<file path="src/rtl/apb2axi_write_burst_builder.sv">
// Write burst builder: turns write commands into AXI INCR bursts on independent AW/W
// channels, tracks bursts awaiting B and forwards each B response as a completion.
module apb2axi_write_burst_builder #(
    parameter int ADDR_W          = 32,
    parameter int DATA_W          = 64,
    parameter int ID_W            = 4,
    parameter int LEN_W           = 8,
    parameter int MAX_OUTSTANDING = 4,
    parameter int STRB_W          = DATA_W / 8,
    parameter int OCNT_W          = $clog2(MAX_OUTSTANDING) + 1
) (
    input  logic              i_aclk,
    input  logic              i_aresetn,
    input  logic              i_cmd_vld,
    output logic              o_cmd_rdy,
    input  logic [ADDR_W-1:0] i_cmd_addr,
    input  logic [LEN_W-1:0]  i_cmd_len,
    input  logic [2:0]        i_cmd_size,
    input  logic [ID_W-1:0]   i_cmd_id,
    input  logic              i_wd_vld,
    output logic              o_wd_rdy,
    input  logic [DATA_W-1:0] i_wd_data,
    input  logic [STRB_W-1:0] i_wd_strb,
    output logic [ID_W-1:0]   o_awid,
    output logic [ADDR_W-1:0] o_awaddr,
    output logic [LEN_W-1:0]  o_awlen,
    output logic [2:0]        o_awsize,
    output logic [1:0]        o_awburst,
    output logic [3:0]        o_awcache,
    output logic [2:0]        o_awprot,
    output logic              o_awvalid,
    input  logic              i_awready,
    output logic [DATA_W-1:0] o_wdata,
    output logic [STRB_W-1:0] o_wstrb,
    output logic              o_wlast,
    output logic              o_wvalid,
    input  logic              i_wready,
    input  logic [ID_W-1:0]   i_bid,
    input  logic [1:0]        i_bresp,
    input  logic              i_bvalid,
    output logic              o_bready,
    output logic              o_cpl_vld,
    output logic [ID_W-1:0]   o_cpl_id,
    output logic [1:0]        o_cpl_resp,
    output logic [OCNT_W-1:0] o_outstanding
);

    localparam int PTR_W = $clog2(MAX_OUTSTANDING);

    typedef enum logic {W_IDLE, W_BURST} wstate_t;

    wstate_t           r_wstate;
    wstate_t           w_wstate_nxt;
    logic              r_awvalid;
    logic [ID_W-1:0]   r_awid;
    logic [ADDR_W-1:0] r_awaddr;
    logic [LEN_W-1:0]  r_awlen;
    logic [2:0]        r_awsize;
    logic [OCNT_W-1:0] r_outstanding;
    logic [LEN_W-1:0]  r_lenq [MAX_OUTSTANDING];
    logic [PTR_W-1:0]  r_wptr;
    logic [PTR_W-1:0]  r_rptr;
    logic [OCNT_W-1:0] r_qcnt;
    logic [LEN_W-1:0]  r_beat;
    logic [LEN_W-1:0]  r_cur_len;
    logic              r_cpl_vld;
    logic [ID_W-1:0]   r_cpl_id;
    logic [1:0]        r_cpl_resp;

    logic w_cmd_acc;
    logic w_aw_hs;
    logic w_w_hs;
    logic w_w_done;
    logic w_b_hs;
    logic w_q_nonempty;

    assign o_cmd_rdy    = !r_awvalid && (r_outstanding < OCNT_W'(MAX_OUTSTANDING));
    assign o_bready     = (r_outstanding != '0);
    assign w_cmd_acc    = i_cmd_vld && o_cmd_rdy;
    assign w_aw_hs      = r_awvalid && i_awready;
    assign w_w_hs       = o_wvalid && i_wready;
    assign w_w_done     = w_w_hs && o_wlast;
    assign w_b_hs       = i_bvalid && o_bready;
    assign w_q_nonempty = (r_qcnt != '0);

    assign o_awid        = r_awid;
    assign o_awaddr      = r_awaddr;
    assign o_awlen       = r_awlen;
    assign o_awsize      = r_awsize;
    assign o_awburst     = 2'b01;
    assign o_awcache     = 4'b0011;
    assign o_awprot      = 3'b000;
    assign o_awvalid     = r_awvalid;
    assign o_wdata       = i_wd_data;
    assign o_wstrb       = i_wd_strb;
    assign o_cpl_vld     = r_cpl_vld;
    assign o_cpl_id      = r_cpl_id;
    assign o_cpl_resp    = r_cpl_resp;
    assign o_outstanding = r_outstanding;

    always_ff @(posedge i_aclk) begin
        if (!i_aresetn) begin
            r_awvalid <= 1'b0;
            r_awid    <= '0;
            r_awaddr  <= '0;
            r_awlen   <= '0;
            r_awsize  <= '0;
        end else if (w_cmd_acc) begin
            r_awvalid <= 1'b1;
            r_awid    <= i_cmd_id;
            r_awaddr  <= i_cmd_addr;
            r_awlen   <= i_cmd_len;
            r_awsize  <= i_cmd_size;
        end else if (w_aw_hs) begin
            r_awvalid <= 1'b0;
        end
    end

    always_ff @(posedge i_aclk) begin
        if (!i_aresetn) begin
            r_outstanding <= '0;
        end else if (w_cmd_acc && !w_b_hs) begin
            r_outstanding <= r_outstanding + 1'b1;
        end else if (!w_cmd_acc && w_b_hs) begin
            r_outstanding <= r_outstanding - 1'b1;
        end
    end

    // Length queue storage needs no reset; only the pointers and count define occupancy.
    always_ff @(posedge i_aclk) begin
        if (w_cmd_acc) begin
            r_lenq[r_wptr] <= i_cmd_len;
        end
    end

    always_ff @(posedge i_aclk) begin
        if (!i_aresetn) begin
            r_wptr <= '0;
            r_rptr <= '0;
            r_qcnt <= '0;
        end else begin
            if (w_cmd_acc) begin
                r_wptr <= r_wptr + 1'b1;
            end
            if (w_w_done) begin
                r_rptr <= r_rptr + 1'b1;
            end
            if (w_cmd_acc && !w_w_done) begin
                r_qcnt <= r_qcnt + 1'b1;
            end else if (!w_cmd_acc && w_w_done) begin
                r_qcnt <= r_qcnt - 1'b1;
            end
        end
    end

    always_ff @(posedge i_aclk) begin
        if (!i_aresetn) begin
            r_wstate <= W_IDLE;
        end else begin
            r_wstate <= w_wstate_nxt;
        end
    end

    // W data is a pure pass-through of the data FIFO while a burst is open.
    always_comb begin
        w_wstate_nxt = r_wstate;
        o_wvalid     = 1'b0;
        o_wd_rdy     = 1'b0;
        o_wlast      = 1'b0;
        case (r_wstate)
            W_IDLE: begin
                if (w_q_nonempty) begin
                    w_wstate_nxt = W_BURST;
                end
            end
            W_BURST: begin
                o_wvalid = i_wd_vld;
                o_wd_rdy = i_wready;
                o_wlast  = (r_beat == r_cur_len);
                if (i_wd_vld && i_wready && (r_beat == r_cur_len)) begin
                    w_wstate_nxt = W_IDLE;
                end
            end
            default: w_wstate_nxt = W_IDLE;
        endcase
    end

    always_ff @(posedge i_aclk) begin
        if (!i_aresetn) begin
            r_beat    <= '0;
            r_cur_len <= '0;
        end else if (r_wstate == W_IDLE && w_q_nonempty) begin
            r_beat    <= '0;
            r_cur_len <= r_lenq[r_rptr];
        end else if (r_wstate == W_BURST && w_w_hs) begin
            r_beat <= r_beat + 1'b1;
        end
    end

    always_ff @(posedge i_aclk) begin
        if (!i_aresetn) begin
            r_cpl_vld  <= 1'b0;
            r_cpl_id   <= '0;
            r_cpl_resp <= '0;
        end else begin
            r_cpl_vld <= w_b_hs;
            if (w_b_hs) begin
                r_cpl_id   <= i_bid;
                r_cpl_resp <= i_bresp;
            end
        end
    end

endmodule

</file>
<file path="config.mk">
export PLATFORM = sky130hd
export DESIGN_NAME = apb2axi_write_burst_builder
export DESIGN_NICKNAME = d
export VERILOG_FILES = /design/src/rtl/apb2axi_write_burst_builder.sv
export SDC_FILE = /design/constraint.sdc
export NUM_CORES = 1
export LEC_CHECK = 0
export CAP_MARGIN = 40
export CORE_UTILIZATION = 42
export DETAILED_ROUTE_END_ITERATION = 8
export PLACE_DENSITY = 0.95
export SYNTH_ARGS = -nofsm -noshare
export SYNTH_HDL_FRONTEND = slang
export SYNTH_SLANG_ARGS = --single-unit
</file>
<file path="constraint.sdc">
create_clock -name i_aclk -period 5.68 [get_ports i_aclk]
set_input_delay 0.852 -clock i_aclk [delete_from_list [all_inputs] [get_ports i_aclk]]
set_output_delay 0.852 -clock i_aclk [all_outputs]
set_load 0.1 [all_outputs]
</file>
==> results.md <==
* Status: finished with violations
* Violated checks: DRC
* Critical path peak fanout at 35
* Clk_lat worst skew at 0.41 ns
* Final hold slack at 0.4578 ns
* Num ports at 276
* Die area at 0.01241 mm2
* CP endpoint kind: flip-flop
* Slowest stage cell, crit path: clkdlybuf4s50_1
* Reg2Reg Depth at 10
* Flop2flop setup slack at 2.80 ns
* GP Congestion at 0.7257
* Post-DP Area at 0.006855 mm2
* Async SR Flop Fraction at 0%
* DRT Pass-1 Iters at 6
* Total track usage at 24.53%
* Met3 WL at 1.191 mm
* Warnings, synthesis at 0
* Number of synthesized flops with an enable pin at 32
* Slew Viols, Final at 0
* Hold endpoint: o_awsize[0]$_SDFFE_PN0P_
* Sw Ratio at 41.12%
* R2R Path End: o_outstanding[2]$_SDFFE_PN0P_
* Inserted Clock Buffers at 17
* Largest net degree at the start of global routing at 50
* Final setup skew at 0.01399 ns
* Count of cell types in the netlist at 36
* CTS tree: done
* Worst Min Path Start: o_awsize[0]$_SDFFE_PN0P_
* DRT met1 WL at 5.208 mm
* I/O Buffers at 122
* Switching power at 1.493 mW
* # DRC at 40
* Diode count at 0
* Mapped Cells at 518
* Number of setup buffers added after CTS at 0
* Final instance area at 0.007428 mm2
* Resized cells post-CTS at 0
* Most used DFF post-synth: dfxtp_1
* Synth area leaders: dfxtp_1 33%, edfxtp_1 19%, buf_4 13%, nand2_1 9.6%, a21oi_1 6.6%
* Final Util at 64.23%
* Layout cells sized above 1 at 18.10%
* Routed wl met2 at 7.740 mm
* Crit Path Class: input port to flip-flop
* Die height at 111.4 um
* Seq/Total Area, Yosys at 51.77%
* Cell row count at 39
* Vias in the first global route at 4,337
* Synth Area per Inst at 9.705 um2
* Hold crit path type: flip-flop to flip-flop
* Most common cell in the synthesized netlist: nand2_1
* CTS sink count at 114
* WHS Path Cells at 2
* Cell area after synthesis at 0.005027 mm2
* Grt total ovfl at 0
* Slew @ Worst Pin at 0.6493 ns
* Antenna viol nets, final at 0
* Core area at 0.01156 mm2
* Yosys reg bits at 114
* Detail Placement HPWL at 10.45 mm
* Clock H-tree levels at 4
* Fillers at 723
* Critical path, cell by cell: clkdlybuf4s50_1, nand2_1, inv_2, buf_12, ha_1, inv_1, fa_1, xor2_1, or3_1, a21oi_1
* Vias per cell at 5.199
* Crit path DAT at 3.56 ns
* Final nets at 769
* Global-route wire length before repair at 22.98 mm
* Area grow syn2layout at 47.76%
* Maximum clock insertion buffer count at 2
* Synth area leader: dfxtp_1
* Initial cell density of the core at 43.47%
* Sequential Power Share at 29.4%
* Die X-Extent at 111.4 um
* Critical Path Max Stage Delay at 0.62 ns
* Max cap viols at 0
* Pwr dens at 488.9 mW/mm2
* Final Hold Fails at 0
* Clock-pin slew on the worst setup and hold paths at 0.05 ns
* DRT Wirelength at 14.76 mm
* Crit path launch type: input port
* Final min period at 3.238 ns
* CP required at 6.00 ns
* Fin Setup TNS at 0 ns
* Setup-failing EPs final at 0
* CP delay by family, top: buffers and inverters
* Buf/Inv on CP at 4
* Initial antenna violation count at 0
* F_max at 0.3089 GHz
* Clock group share of total power at 27.6%
* R2R Path Start: o_outstanding[2]$_SDFFE_PN0P_
* RSZ-0062 raised after global routing: false
* Period utilization at 57.00%
* Via count at 4,076
* Top layer in use: met4
* Initial DRC count at 243
* Worst vdd ir at 0.0004353 V
* Relative slew slack at 56.65%
* Top post-synthesis cells by count: 129 x nand2_1, 84 x buf_4, 82 x dfxtp_1
* Wire per inst at 18.82 um
* Hold-fix buffers, CTS at 0
* Comb pwr share at 43.0%
* Share of the synthesized area in the top cell type at 32.65%
* Root buffer cell: clkbuf_16
* Internal Power at 2.138 mW
* Leak Pwr at 2.812 nW
routing by layer:
layer  up-vias  track usage (%)
met5         -                0
met4         0            16.85
met3        57            7.893
met2       246            42.96
met1      1926            24.91
li1       1847                -
state kept, by name, indices dropped and copies added, names as in the netlist, 3 cells and up:
| name | count |
|---|---|
| o_awaddr | 32 |
| o_awid | 4 |
| o_awlen | 8 |
| o_awsize | 3 |
| o_cpl_id | 4 |
| o_outstanding | 3 |
| r_beat | 8 |
| r_cur_len | 8 |
| r_lenq | 32 |
| r_qcnt | 3 |
power groups by stage:
stage / logic [mW] / clock network, mW / registers [mW]
global route: 1.63 / 1.05 / 1.08
CTS: 1.56 / 1.01 / 1.07
floorplan: 0.773 / 0 / 1.49
finish: 1.56 / 1.00 / 1.07
detailed placement: 1.54 / 0 / 1.08
global placement: 1.21 / 0 / 1.07
logic make-up after synthesis:
logic type	synth area share, %
AND/OR/NAND/NOR	15.83
adder cells (fa/ha/maj)	2.539
AO/OA/AOI/OAI	6.770
flip-flops	51.77
XOR/XNOR	3.783
other	0.1494
buffers and inverters	14.78
multiplexers	4.380
placed cells by master (no fill, tap or decap), drive strengths merged, types with 6 or more instances in the layout:
master         netlist  layout
xor2                 7       7
clkdlybuf4s50        0     122
ha                   7       7
clkbuf              11      20
inv                  7      12
a21oi               66      66
nand2              130     130
nand3                8       8
dfxtp               82      82
xnor2               13      13
edfxtp              32      32
buf                 93      66
and3                 6       6
mux4                 8       8
nor2                16      16
conb                 2       9
tightest hold or removal path, delay by kind of cell, from the launching register on:
family,cells,cell delay [ns]
and+or+nand+nor,1,0.05
AOI/OAI and AO/OA,1,0.05
DFF,1,0.31
stage by stage:
stage	power, mW	std cells	setup slack (ns)
2_1_floorplan	2.265	525	2.165
4_1_cts	3.643	784	2.524
3_5_place_dp	2.623	752	2.131
5_1_grt	3.759	784	2.385
6_report	3.632	784	2.442
3_3_place_gp	2.277	688	2.124
how the worst max path moves through the flow:
stage                                  startpoint                             to  slack (ns)  cells past startpoint
global route                            i_cmd_vld  o_outstanding[2]$_SDFFE_PN0P_        2.39                     10
CTS                                     i_cmd_vld  o_outstanding[2]$_SDFFE_PN0P_        2.52                     10
finish                                  i_cmd_vld  o_outstanding[2]$_SDFFE_PN0P_        2.44                     10
detailed placement                      i_cmd_vld  o_outstanding[2]$_SDFFE_PN0P_        2.13                     10
global placement                         i_wd_vld                       o_wvalid        2.12                      3
floorplan           o_outstanding[2]$_SDFFE_PN0P_  o_outstanding[2]$_SDFFE_PN0P_        2.17                     10
area by class of cell:
| class | instances | area (um2) | area share, % |
|---|---|---|---|
| timing repair buffer | 188 | 2340 | 31.50 |
| multi-input combinational | 300 | 1708 | 22.99 |
| sequential | 114 | 2603 | 35.03 |
| tap | 143 | 178.9 | 2.409 |
| inverter | 7 | 26.28 | 0.3537 |
| clock buffer | 20 | 478.0 | 6.434 |
| clock inverter | 12 | 95.09 | 1.280 |
(Power assumes the default switching activity.)
==> edit 1 (same flow settings) <==
Change the parameter `ID_W` from 4 to 6.
--- a/src/rtl/apb2axi_write_burst_builder.sv
+++ b/src/rtl/apb2axi_write_burst_builder.sv
@@ -3,7 +3,7 @@
 module apb2axi_write_burst_builder #(
     parameter int ADDR_W          = 32,
     parameter int DATA_W          = 64,
-    parameter int ID_W            = 4,
+    parameter int ID_W            = 6,
     parameter int LEN_W           = 8,
     parameter int MAX_OUTSTANDING = 4,
     parameter int STRB_W          = DATA_W / 8,
Interface: changed (resized i_bid, i_cmd_id, o_awid and o_cpl_id); port bits go from 276 to 284. No check against the original RTL was run, so the function may have changed too.
==> edit 1 against the unedited design <==
Hold slack got worse by 0.0027 ns. Via count grew 11%. Synthesized cell count rose by 3.3%. Final area is 4.9% higher. Global-route usage is 5.0 points higher. Synthesized area grew 2.8%. Worst setup slack better by 0.10 ns. Sequential cell count up 4. Power rose by 7.6%. Die area is 2.8% higher. Maximum frequency rose by 3.3%. Wire length rose by 26%. Cell count up 4.2%.
==> edit 1: results (changes against the unedited design) <==
| Metric | Value |
|---|---|
| Outcome | completed |
| Slew headroom | 0.436 (-0.131) |
| Synth top area cells | dfxtp_1, edfxtp_1, buf_4, nand2_1, a21oi_1 |
| Drt initial violations | 374 (+54%) |
| GPL Wtd Cong | 0.768 (+5.9%) |
| Synth Area in Compound Gates | 0.0697 (+0.00202) |
| Sequential share of the synthesized area | 0.519 (+0.00133) |
| Critical path arrival | 2.28 ns (-1.28 ns) |
| Worst-path fanout max | 5 (-86%) |
| Via/cell ratio | 5.55 (+6.8%) |
| Met2 GRT Util | 0.515 (+0.0852) |
| P_leak | 2.96 nW (+5.1%) |
| Multiplexer share of the synthesized area | 0.0426 (-0.00120) |
| Global Route Usage Sum | 0.296 (+0.0503) |
| Detailed placement HPWL | 12.2 mm (+16%) |
| Initial antenna violation count | 1 (+1) |
| Setup Skew | 0.0106 ns (-0.00343 ns) |
| Layout cells sized above 1 | 0.181 (about the same) |
| Final Cell Area | 0.00779 mm² (+4.9%) |
| Layout Cells excl Fill | 817 (+4.2%) |
| VDD IR max | 0.336 mV (-23%) |
| First-pass GRT wire length | 27.6 mm (+20%) |
| Hold slack | 0.455 ns (-0.00267 ns) |
| Syn Inst Count | 535 (+3.3%) |
| DP Cell Count | 784 (+4.3%) |
## edit 1: changes by cell type after synthesis, sizes merged
cell    change
a21oi       +4
dfxtp       +4
buf         -2
nand2       +6
clkbuf      +3
nand3       +2
## edit 1: metrics by stage
stage | total power [W] | setup slack [ns]
after floorplan | 0.00235 | 2.10
after global placement | 0.00238 | 2.24
after detailed placement | 0.00276 | 2.52
after CTS | 0.00389 | 2.52
after global routing | 0.00401 | 2.41
final | 0.00391 | 2.55
## edit 1: final cells by class
type | instances | share of cell area
Antenna cell | 1 | 0.000321
Clock inverter | 12 | 0.0181
Sequential cell | 118 | 0.344
Inverter | 7 | 0.00337
Tap cell | 147 | 0.0236
Clock buffer | 20 | 0.0613
Multi-Input combinational cell | 312 | 0.226
Timing Repair Buffer | 200 | 0.323
## edit 1: report_power, final
group	switching (W)	internal [W]
clock network	0.000414	0.000701
registers	0.000116	0.000999
logic	0.00108	0.000594
total	0.00161	0.00229
## edit 1: per-layer routing
layer,part of all wire,vias up
met3,0.095,144
met5,0,-
met2,0.49,350
li1,-,1925
met1,0.32,2119
met4,0.091,0
## edit 1: path summary, 6_finish.rpt
check	from	endpoint	cells past startpoint
worst min register to register	o_awid[0]	o_awid[0]	2
worst min-delay path	o_awid[0]	o_awid[0]	2
worst max register to register	o_outstanding[0]	o_outstanding[2]	8
worst max-delay path	r_beat[4]	o_wlast	6
## edit 1: critical path: stages (launching register included)
cell and delay [ns]:
dfxtp_1 0.40, xnor2_1 0.16, nand4_2 0.20, nor3_1 0.24, and2_1 0.15, clkdlybuf4s50_1 0.51
buf_8 0.20
==> edit 2 (config.mk and constraints unchanged) <==
Made on the original files. Reset style: asynchronous (`i_aresetn`), changed in 6 clocked blocks.
--- a/src/rtl/apb2axi_write_burst_builder.sv
+++ b/src/rtl/apb2axi_write_burst_builder.sv
@@ -98,7 +98,7 @@
     assign o_cpl_resp    = r_cpl_resp;
     assign o_outstanding = r_outstanding;
 
-    always_ff @(posedge i_aclk) begin
+    always_ff @(posedge i_aclk or negedge i_aresetn) begin
         if (!i_aresetn) begin
             r_awvalid <= 1'b0;
             r_awid    <= '0;
@@ -116,7 +116,7 @@
         end
     end
 
-    always_ff @(posedge i_aclk) begin
+    always_ff @(posedge i_aclk or negedge i_aresetn) begin
         if (!i_aresetn) begin
             r_outstanding <= '0;
         end else if (w_cmd_acc && !w_b_hs) begin
@@ -133,7 +133,7 @@
         end
     end
 
-    always_ff @(posedge i_aclk) begin
+    always_ff @(posedge i_aclk or negedge i_aresetn) begin
         if (!i_aresetn) begin
             r_wptr <= '0;
             r_rptr <= '0;
@@ -153,7 +153,7 @@
         end
     end
 
-    always_ff @(posedge i_aclk) begin
+    always_ff @(posedge i_aclk or negedge i_aresetn) begin
         if (!i_aresetn) begin
             r_wstate <= W_IDLE;
         end else begin
@@ -185,7 +185,7 @@
         endcase
     end
 
-    always_ff @(posedge i_aclk) begin
+    always_ff @(posedge i_aclk or negedge i_aresetn) begin
         if (!i_aresetn) begin
             r_beat    <= '0;
             r_cur_len <= '0;
@@ -197,7 +197,7 @@
         end
     end
 
-    always_ff @(posedge i_aclk) begin
+    always_ff @(posedge i_aclk or negedge i_aresetn) begin
         if (!i_aresetn) begin
             r_cpl_vld  <= 1'b0;
             r_cpl_id   <= '0;
Check against the original RTL: differs if i_aresetn is asserted again (counterexample within 4 cycles, from zero or initial values and one cycle with i_aresetn low); with i_aresetn held inactive, the same outputs for 4 cycles.
==> edit 2 against the unedited design <==
Worst setup slack lost 0.086 ns. Via count shrank 16%. Sequential cell count is the same. Wire length grew 20%. First-iteration DRC count shrank 33%. Synthesized area grew 3.3%. Die area grew 3.2%. Critical path type is now register to output port. Final area grew 4.5%. Cell count shrank 17%. Utilization grew 0.38 points.
Power is not compared: it rests on default switching activity, and its combinational part moved more than twofold at a synthesized area within 25%.
==> edit 2: results (changes against the unedited design) <==
| Metric | Value |
|---|---|
| Outcome | completed |
| Pre-CTS setup slack | 2.21 ns (+0.0800 ns) |
| Initial antenna violation count | 1 (+1) |
| Sw Ratio | 0.467 |
| Total Wirelength | 17.6 mm (+20%) |
| Layout cells sized above 1 | 0.343 (+0.162) |
| Layout Cells excl Fill | 649 (-17%) |
| First-pass detailed-route iteration total | 4 (-2) |
| Multiplexer share of the synthesized area | 0.171 (+0.127) |
| Drt initial violations | 164 (-33%) |
| Pin count of the biggest net entering global routing | 72 (+44%) |
| Global Route Usage Sum | 0.283 (+0.0373) |
| Setup Skew | 0.0134 ns (-0.000600 ns) |
| Placed instance area | 0.00712 mm² (+3.8%) |
| Vias in the first global route | 3,909 (-9.9%) |
| Xor and xnor area share after synthesis | 0.0402 (+0.00240) |
| Synth top area cells | dfrtp_1, edfxtp_1, mux2_2, buf_4, mux4_2 |
| Clock buffer depth | 2 (unchanged) |
| Worst Tran Pin Value | 0.743 ns (+0.0935 ns) |
| Async set-reset flop share out of synthesis | 0.719 (+0.719) |
| Vias | 3,427 (-16%) |
| Netlist cell types | 29 (-19%) |
| Post-Syn Area per Cell | 14.2 µm² (+47%) |
| First-pass GRT wire length | 25.6 mm (+11%) |
| Sequential share of the synthesized area | 0.580 (+0.0624) |
| Detailed placement HPWL | 11.8 mm (+13%) |
| CTS root buffer | clkbuf_16 |
| Critical path arrival | 2.47 ns (-1.09 ns) |
| Final Power | 0.00631 W |
| VDD IR max | 0.678 mV |
| Final net count | 629 (-18%) |
| Synth Flop Type | dfrtp_1 |
| Most common library cells after synthesis | buf_4, dfrtp_1, mux2_2 |
| GPL Wtd Cong | 0.759 (+4.6%) |
| DP Cell Count | 616 (-18%) |
| Worst-path fanout max | 5 (-86%) |
| Hold Crit Class | input port to async pin |
| Adder-Cell Fraction of Synth Area | 0.0246 (-0.000813) |
| Crit-path max cell delay | 0.60 ns (-0.02 ns) |
| Synth Area in Compound Gates | 0.00675 (-0.0610) |
==> edit 2: final timing paths <==
check | startpoint | end | slack [ns] | depth (start not counted)
worst max-delay path | r_beat[4] | o_wlast | 2.36 | 5
worst min-delay path | i_aresetn | o_cpl_id[0] | 0.28 | 1
worst max register to register | o_outstanding[2] | o_outstanding[2] | 2.62 | 9
worst min register to register | r_qcnt[2] | r_qcnt[2] | 0.50 | 1
max in group asynchronous | i_aresetn | r_cur_len[0] | 4.79 | 2
min in group i_aclk | r_qcnt[2] | r_qcnt[2] | 0.50 | 1
==> edit 2: cell type report <==
class,instances,area (µm²)
fill,705,4250
sequential,114,3010
timing repair buffer,188,2380
multi-input combinational,160,1510
clock buffer,19,464
tap,147,184
clock inverter,13,176
inverter,7,26.3
antenna,1,2.50
==> edit 2: per-layer routing <==
layer  wire, µm  GRT usage  share of wire
met5          0          0              0
met4        272     0.0833          0.015
met2       9570      0.517           0.54
met3       2180      0.153           0.12
met1       5620      0.271           0.32
